===== src/rtl/led_step_ctrl.sv =====
// led_step_ctrl: debounced button sequencer driving a WIDTH-bit LED counter through a 4-state mode FSM.
// Define LED_GRAY_EN to present the internal binary count on LED as Gray code.
module led_step_ctrl #(
    parameter int unsigned WIDTH             = 6,
    parameter int unsigned DEBOUNCE_CYCLES   = 16,
    parameter int unsigned LONG_PRESS_CYCLES = 64,
    parameter int unsigned TICK_DIV          = 8
) (
    input  logic             CLK,
    input  logic             BTN_RST,
    input  logic             BTN_C,
    output logic [WIDTH-1:0] LED,
    output logic [1:0]       STATE,
    output logic             STEP
);
    localparam int unsigned DBW = $clog2(DEBOUNCE_CYCLES + 1);
    localparam int unsigned HW  = $clog2(LONG_PRESS_CYCLES + 1);
    localparam int unsigned TW  = $clog2(TICK_DIV);

    typedef enum logic [1:0] {
        IDLE   = 2'b00,
        RUN_UP = 2'b01,
        RUN_DN = 2'b10,
        PAUSE  = 2'b11
    } state_t;

    logic           sync0, sync1, btn_db;
    logic [DBW-1:0] db_cnt;
    logic [HW-1:0]  hold_cnt;
    logic           ev_short, ev_long;

    state_t           state;
    logic             dir_dn;
    logic [WIDTH-1:0] count, count_up, count_dn;
    logic [TW-1:0]    pre;
    logic             tick;

    function automatic logic [WIDTH-1:0] enc(input logic [WIDTH-1:0] b);
`ifdef LED_GRAY_EN
        return b ^ (b >> 1);
`else
        return b;
`endif
    endfunction

    assign count_up = count + WIDTH'(1);
    assign count_dn = count - WIDTH'(1);
    assign tick     = (pre == TW'(TICK_DIV - 1));
    assign STATE    = state;

    always_ff @(posedge CLK or posedge BTN_RST) begin
        if (BTN_RST) begin
            sync0  <= 1'b0;
            sync1  <= 1'b0;
            btn_db <= 1'b0;
            db_cnt <= '0;
        end else begin
            sync0 <= BTN_C;
            sync1 <= sync0;
            if (sync1 != btn_db) begin
                if (db_cnt == DBW'(DEBOUNCE_CYCLES - 1)) begin
                    btn_db <= sync1;
                    db_cnt <= '0;
                end else begin
                    db_cnt <= db_cnt + DBW'(1);
                end
            end else begin
                db_cnt <= '0;
            end
        end
    end

    // hold_cnt sits at LONG_PRESS_CYCLES once the long event has fired, which suppresses SHORT on release
    always_ff @(posedge CLK or posedge BTN_RST) begin
        if (BTN_RST) begin
            hold_cnt <= '0;
            ev_short <= 1'b0;
            ev_long  <= 1'b0;
        end else if (btn_db) begin
            if (hold_cnt != HW'(LONG_PRESS_CYCLES))
                hold_cnt <= hold_cnt + HW'(1);
            ev_long  <= (hold_cnt == HW'(LONG_PRESS_CYCLES - 1));
            ev_short <= 1'b0;
        end else begin
            hold_cnt <= '0;
            ev_long  <= 1'b0;
            ev_short <= (hold_cnt != '0) && (hold_cnt != HW'(LONG_PRESS_CYCLES));
        end
    end

    always_ff @(posedge CLK or posedge BTN_RST) begin
        if (BTN_RST) begin
            state  <= IDLE;
            dir_dn <= 1'b0;
            count  <= '0;
            LED    <= '0;
            STEP   <= 1'b0;
            pre    <= '0;
        end else begin
            STEP <= 1'b0;
            case (state)
                IDLE: begin
                    pre <= '0;
                    if (ev_short) begin
                        count <= count_up;
                        LED   <= enc(count_up);
                        STEP  <= 1'b1;
                    end else if (ev_long) begin
                        state  <= RUN_UP;
                        dir_dn <= 1'b0;
                    end
                end
                RUN_UP, RUN_DN: begin
                    // a button event pre-empts a coincident tick
                    if (ev_short) begin
                        state <= PAUSE;
                        pre   <= '0;
                    end else if (ev_long) begin
                        state  <= (state == RUN_UP) ? RUN_DN : RUN_UP;
                        dir_dn <= (state == RUN_UP);
                        pre    <= '0;
                    end else if (tick) begin
                        pre  <= '0;
                        STEP <= 1'b1;
                        if (state == RUN_UP) begin
                            count <= count_up;
                            LED   <= enc(count_up);
                        end else begin
                            count <= count_dn;
                            LED   <= enc(count_dn);
                        end
                    end else begin
                        pre <= pre + TW'(1);
                    end
                end
                PAUSE: begin
                    pre <= '0;
                    if (ev_short) begin
                        state <= dir_dn ? RUN_DN : RUN_UP;
                    end else if (ev_long) begin
                        state <= IDLE;
                        if (count != '0) begin
                            count <= '0;
                            LED   <= '0;
                            STEP  <= 1'b1;
                        end
                    end
                end
                default: state <= IDLE;
            endcase
        end
    end
endmodule

===== config.mk =====
export PLATFORM = sky130hd
export DESIGN_NAME = led_step_ctrl
export DESIGN_NICKNAME = d
export VERILOG_FILES = /design/src/rtl/led_step_ctrl.sv
export SDC_FILE = /design/constraint.sdc
export NUM_CORES = 1
export LEC_CHECK = 0
export ABC_AREA = 0
export BUFFER_PORTS_ARGS = -buffer_cell sky130_fd_sc_hd__buf_2
export CAP_MARGIN = 20
export CELL_PAD_IN_SITES_DETAIL_PLACEMENT = 0
export CELL_PAD_IN_SITES_GLOBAL_PLACEMENT = 1
export CORE_MARGIN = 4
export CORE_UTILIZATION = 25
export CTS_CLUSTER_SIZE = 28
export DETAILED_ROUTE_END_ITERATION = 7
export HOLD_SLACK_MARGIN = 0.03
export PLACE_DENSITY_LB_ADDON = 0.1
export REMOVE_ABC_BUFFERS = 1
export SYNTH_ARGS = -nofsm -noshare
export SYNTH_HDL_FRONTEND = slang
export SYNTH_SLANG_ARGS = --single-unit

===== constraint.sdc =====
create_clock -name CLK -period 2.2 [get_ports CLK]
set_input_delay 0.11 -clock CLK [delete_from_list [all_inputs] [get_ports CLK]]
set_output_delay 0.11 -clock CLK [all_outputs]
set_load 0.03 [all_outputs]

==> impl_metrics.json <==
{
  "fin_nets": 211,
  "insertedDiodeCount": 0,
  "hold_viol": 0,
  "io_buffer_count": 11,
  "required_ps": 2380,
  "synth_fa_ha_area_share_pct": 9.15,
  "drt_iter0_drc": 46,
  "numCtsBuffers": 5,
  "maxSlewHeadroom_pct": 73.7,
  "endpoint_kind": "flip-flop",
  "via_count": 1269,
  "cellPowerDensity_nw_per_um2": 541,
  "yosysUniqueCellTypes": 40,
  "ioPinCount": 12,
  "dp_hpwl_mm": 2.55,
  "finalMaxSlewViolations": 0,
  "hold_ws_ps": 350,
  "cts_tree": "built",
  "dieWidth_um": 89.0,
  "setup_viol": 0,
  "grt_pass1_vias": 1291,
  "grt_max_degree": 31,
  "syn_to_final_growth_pct": 20.4,
  "start_util_pct": 25.9,
  "drc": 0,
  "worst_setup_path_start_kind": "flip-flop",
  "num_rows": 29,
  "die-area_um2": 7930,
  "grtUsageTotal_pct": 10.3,
  "ys_seq_area_share_pct": 45.7,
  "grt.overflow.total": 0,
  "hold_class": "flip-flop to flip-flop",
  "clkLatencyLatePin_ps": 280,
  "synthXorXnorAreaFrac_pct": 3.73,
  "place_congestion": 0.709,
  "netlist_area_um2": 1640,
  "wl_per_cell_um": 12.7,
  "syn_inst": 167,
  "crit_type": "flip-flop to flip-flop",
  "grt_pass1_wl_mm": 6.06,
  "clock_skew_ps": 4.00,
  "crit_chain": "inv_2 > ha_1 > or2_1 > mux2_4 > a221o_2 > o21bai_1 > a22o_1",
  "fillCellCount": 651,
  "ir_worst_vdd_v": 0.000218,
  "cp.arrival_ps": 2310,
  "cts.clk_slew.worst_paths_ps": 70,
  "fin_crit_ps": 2140,
  "cp_slowest_stage_delay_ps": 380,
  "synth_seq_cells": 30,
  "crit_fanout": 8,
  "dp_slack_ps": 5.56,
  "period_share_pct": 97.2,
  "fin_ws_ps": 62.5,
  "htreeDepth": 2,
  "synth_compound_area_share_pct": 13.6,
  "synthMuxAreaShare_pct": 2.97,
  "cts-root-buf": "clkbuf_8",
  "cp.buffers_inverters": 1,
  "post-route-util_pct": 31.1,
  "status": "finished, final reports clean",
  "antenna_left": 0,
  "ys_warn_count": 0,
  "synth-simple-area-share_pct": 19.8,
  "tightest_slew_ps": 394,
  "drv_cap": 0,
  "crit_slowest_cell": "dfrtp_1",
  "synth_area_per_cell_um2": 9.83,
  "p_leak_nw": 0.951,
  "synth_top_family_by_area": "simple AND/OR/NAND/NOR gates",
  "die_y_um": 89.0,
  "vias_per_cell": 4.63,
  "fmax_mhz": 468,
  "finalWirelength_mm": 3.49,
  "cts_sinks": 30,
  "drive_above_1_share_pct": 21.8,
  "clockBufferDepth": 2,
  "first_pass_iters": 4,
  "coreArea_um2": 6350,
  "antenna_found_initial": 0,
  "crit_family": "compound AO/OA/AOI/OAI gates"
}
## cells in the mapped netlist
library cell / instances / area [um2]
a21boi_0: 3 / 22.5
a21oi_1: 7 / 35.0
a221o_1: 1 / 10.0
a221oi_1: 2 / 17.5
a22o_1: 2 / 17.5
a22oi_1: 1 / 7.51
a31o_1: 1 / 8.76
and2_1: 8 / 50.1
and3_1: 2 / 12.5
buf_6: 2 / 22.5
clkbuf_1: 3 / 11.3
dfrtp_1: 30 / 751
ha_1: 12 / 150
inv_1: 13 / 48.8
mux2_2: 3 / 33.8
mux2_4: 1 / 15.0
nand2_1: 12 / 45.0
nand2b_1: 1 / 6.26
nand3_1: 9 / 45.0
nand3b_1: 1 / 7.51
nand4_1: 1 / 6.26
nor2_1: 14 / 52.6
nor2_2: 1 / 6.26
nor2b_1: 2 / 12.5
nor3_1: 2 / 10.0
nor3b_1: 2 / 15.0
nor3b_2: 1 / 12.5
nor4_1: 1 / 6.26
o21ai_0: 6 / 30.0
o21bai_1: 1 / 7.51
o22a_1: 1 / 8.76
o22ai_1: 5 / 31.3
o2bb2ai_1: 1 / 8.76
o311ai_0: 1 / 8.76
o31a_1: 1 / 8.76
or2_0: 1 / 6.26
or2_2: 2 / 12.5
or3_1: 3 / 18.8
xnor2_1: 4 / 35.0
xor2_1: 3 / 26.3
## flip-flops by register name, summed over array words and instances (netlist names), 2 cells and up
register,flops
count,6
hold_cnt,7
STATE,2
pre,3
db_cnt,5
## cell families (layout without fill, tap and decap cells)
family / after synthesis / after routing
buffers and inverters: 18 / 48
adder cells (fa/ha/maj): 12 / 12
XOR/XNOR: 7 / 7
AND/OR/NAND/NOR: 63 / 63
flip-flops: 30 / 30
multiplexers: 4 / 4
AO/OA/AOI/OAI: 33 / 33
## placed cells by master, fill, tap and decap left out, types with 2 or more instances in the layout
cell / instances
nand2_1: 12
a221oi_1: 2
a21oi_1: 7
or2_2: 2
mux2_2: 3
o21ai_0: 6
and3_1: 2
a21boi_0: 3
and2_1: 8
or3_1: 3
ha_1: 12
buf_2: 11
xnor2_1: 4
inv_2: 2
nor3_1: 2
nor3b_1: 2
xor2_1: 3
buf_4: 14
o22ai_1: 5
clkbuf_8: 6
a22o_1: 2
nor2b_1: 2
dlygate4sd3_1: 2
nand3_1: 9
inv_1: 11
dfrtp_1: 30
nor2_1: 14
## per-layer routing
| metal | part of all wire [%] | up-vias | global-route usage, % |
|---|---|---|---|
| li1 | - | 635 | - |
| met1 | 47 | 612 | 12.3 |
| met2 | 46 | 16 | 16.3 |
| met3 | 4.8 | 6 | 4.33 |
| met4 | 1.7 | 0 | 4.60 |
| met5 | 0 | - | 0 |
## layout make-up
| cell class | instances | area [um2] | share of cell area [%] |
|---|---|---|---|
| sequential | 30 | 751 | 38.0 |
| multi-input combinational | 119 | 810 | 40.9 |
| inverter | 13 | 48.8 | 2.47 |
| tap | 77 | 96.3 | 4.87 |
| timing repair buffer | 27 | 180 | 9.11 |
| clock buffer | 7 | 86.3 | 4.37 |
| clock inverter | 1 | 5.00 | 0.253 |
## path summary, 6_finish.rpt
path | depth (start not counted) | slack (ps) | end | startpoint
min | 0 | 350 | sync1 | sync0
max in group asynchronous | 4 | 1460 | STATE[0] | BTN_RST
min reg2reg | 0 | 350 | sync1 | sync0
max reg2reg | 7 | 60 | count[3] | STATE[0]
min in group asynchronous | 4 | 450 | hold_cnt[4] | BTN_RST
max | 7 | 60 | count[3] | STATE[0]
## repair_timing
item,CTS,global route
hold buffers,2,0
endpoints found under the hold margin,31,0
resized for setup,1,3
buffers inserted,0,4
endpoints found under the setup margin,1,3
pin swaps,0,1
## worst reg2reg max path: stages, from the launching register on
cell,delay [ps]
dfrtp_1,380
inv_2,70
ha_1,300
or2_1,240
mux2_4,250
a221o_2,380
o21bai_1,190
a22o_1,220
## power breakdown
part           total (W)  leakage [nW]  switching, W  internal, W
sequential      0.000564         0.412    0.00000524     0.000559
combinational  0.0000340         0.491     0.0000215    0.0000125
clock           0.000471        0.0482      0.000219     0.000252
total            0.00107         0.951      0.000245     0.000823
## metrics by stage
step           instances  cell area (um2)  TNS (ps)  total power, W
3_5_place_dp         260             1830         0        0.000608
3_3_place_gp         260             1830         0        0.000607
4_1_cts              270             1950         0         0.00109
5_1_grt              274             1980     -9.72         0.00113
2_1_floorplan        162             1610      -722        0.000595
6_report             274             1980         0         0.00107
No activity file was read; power rests on OpenSTA's default activity.
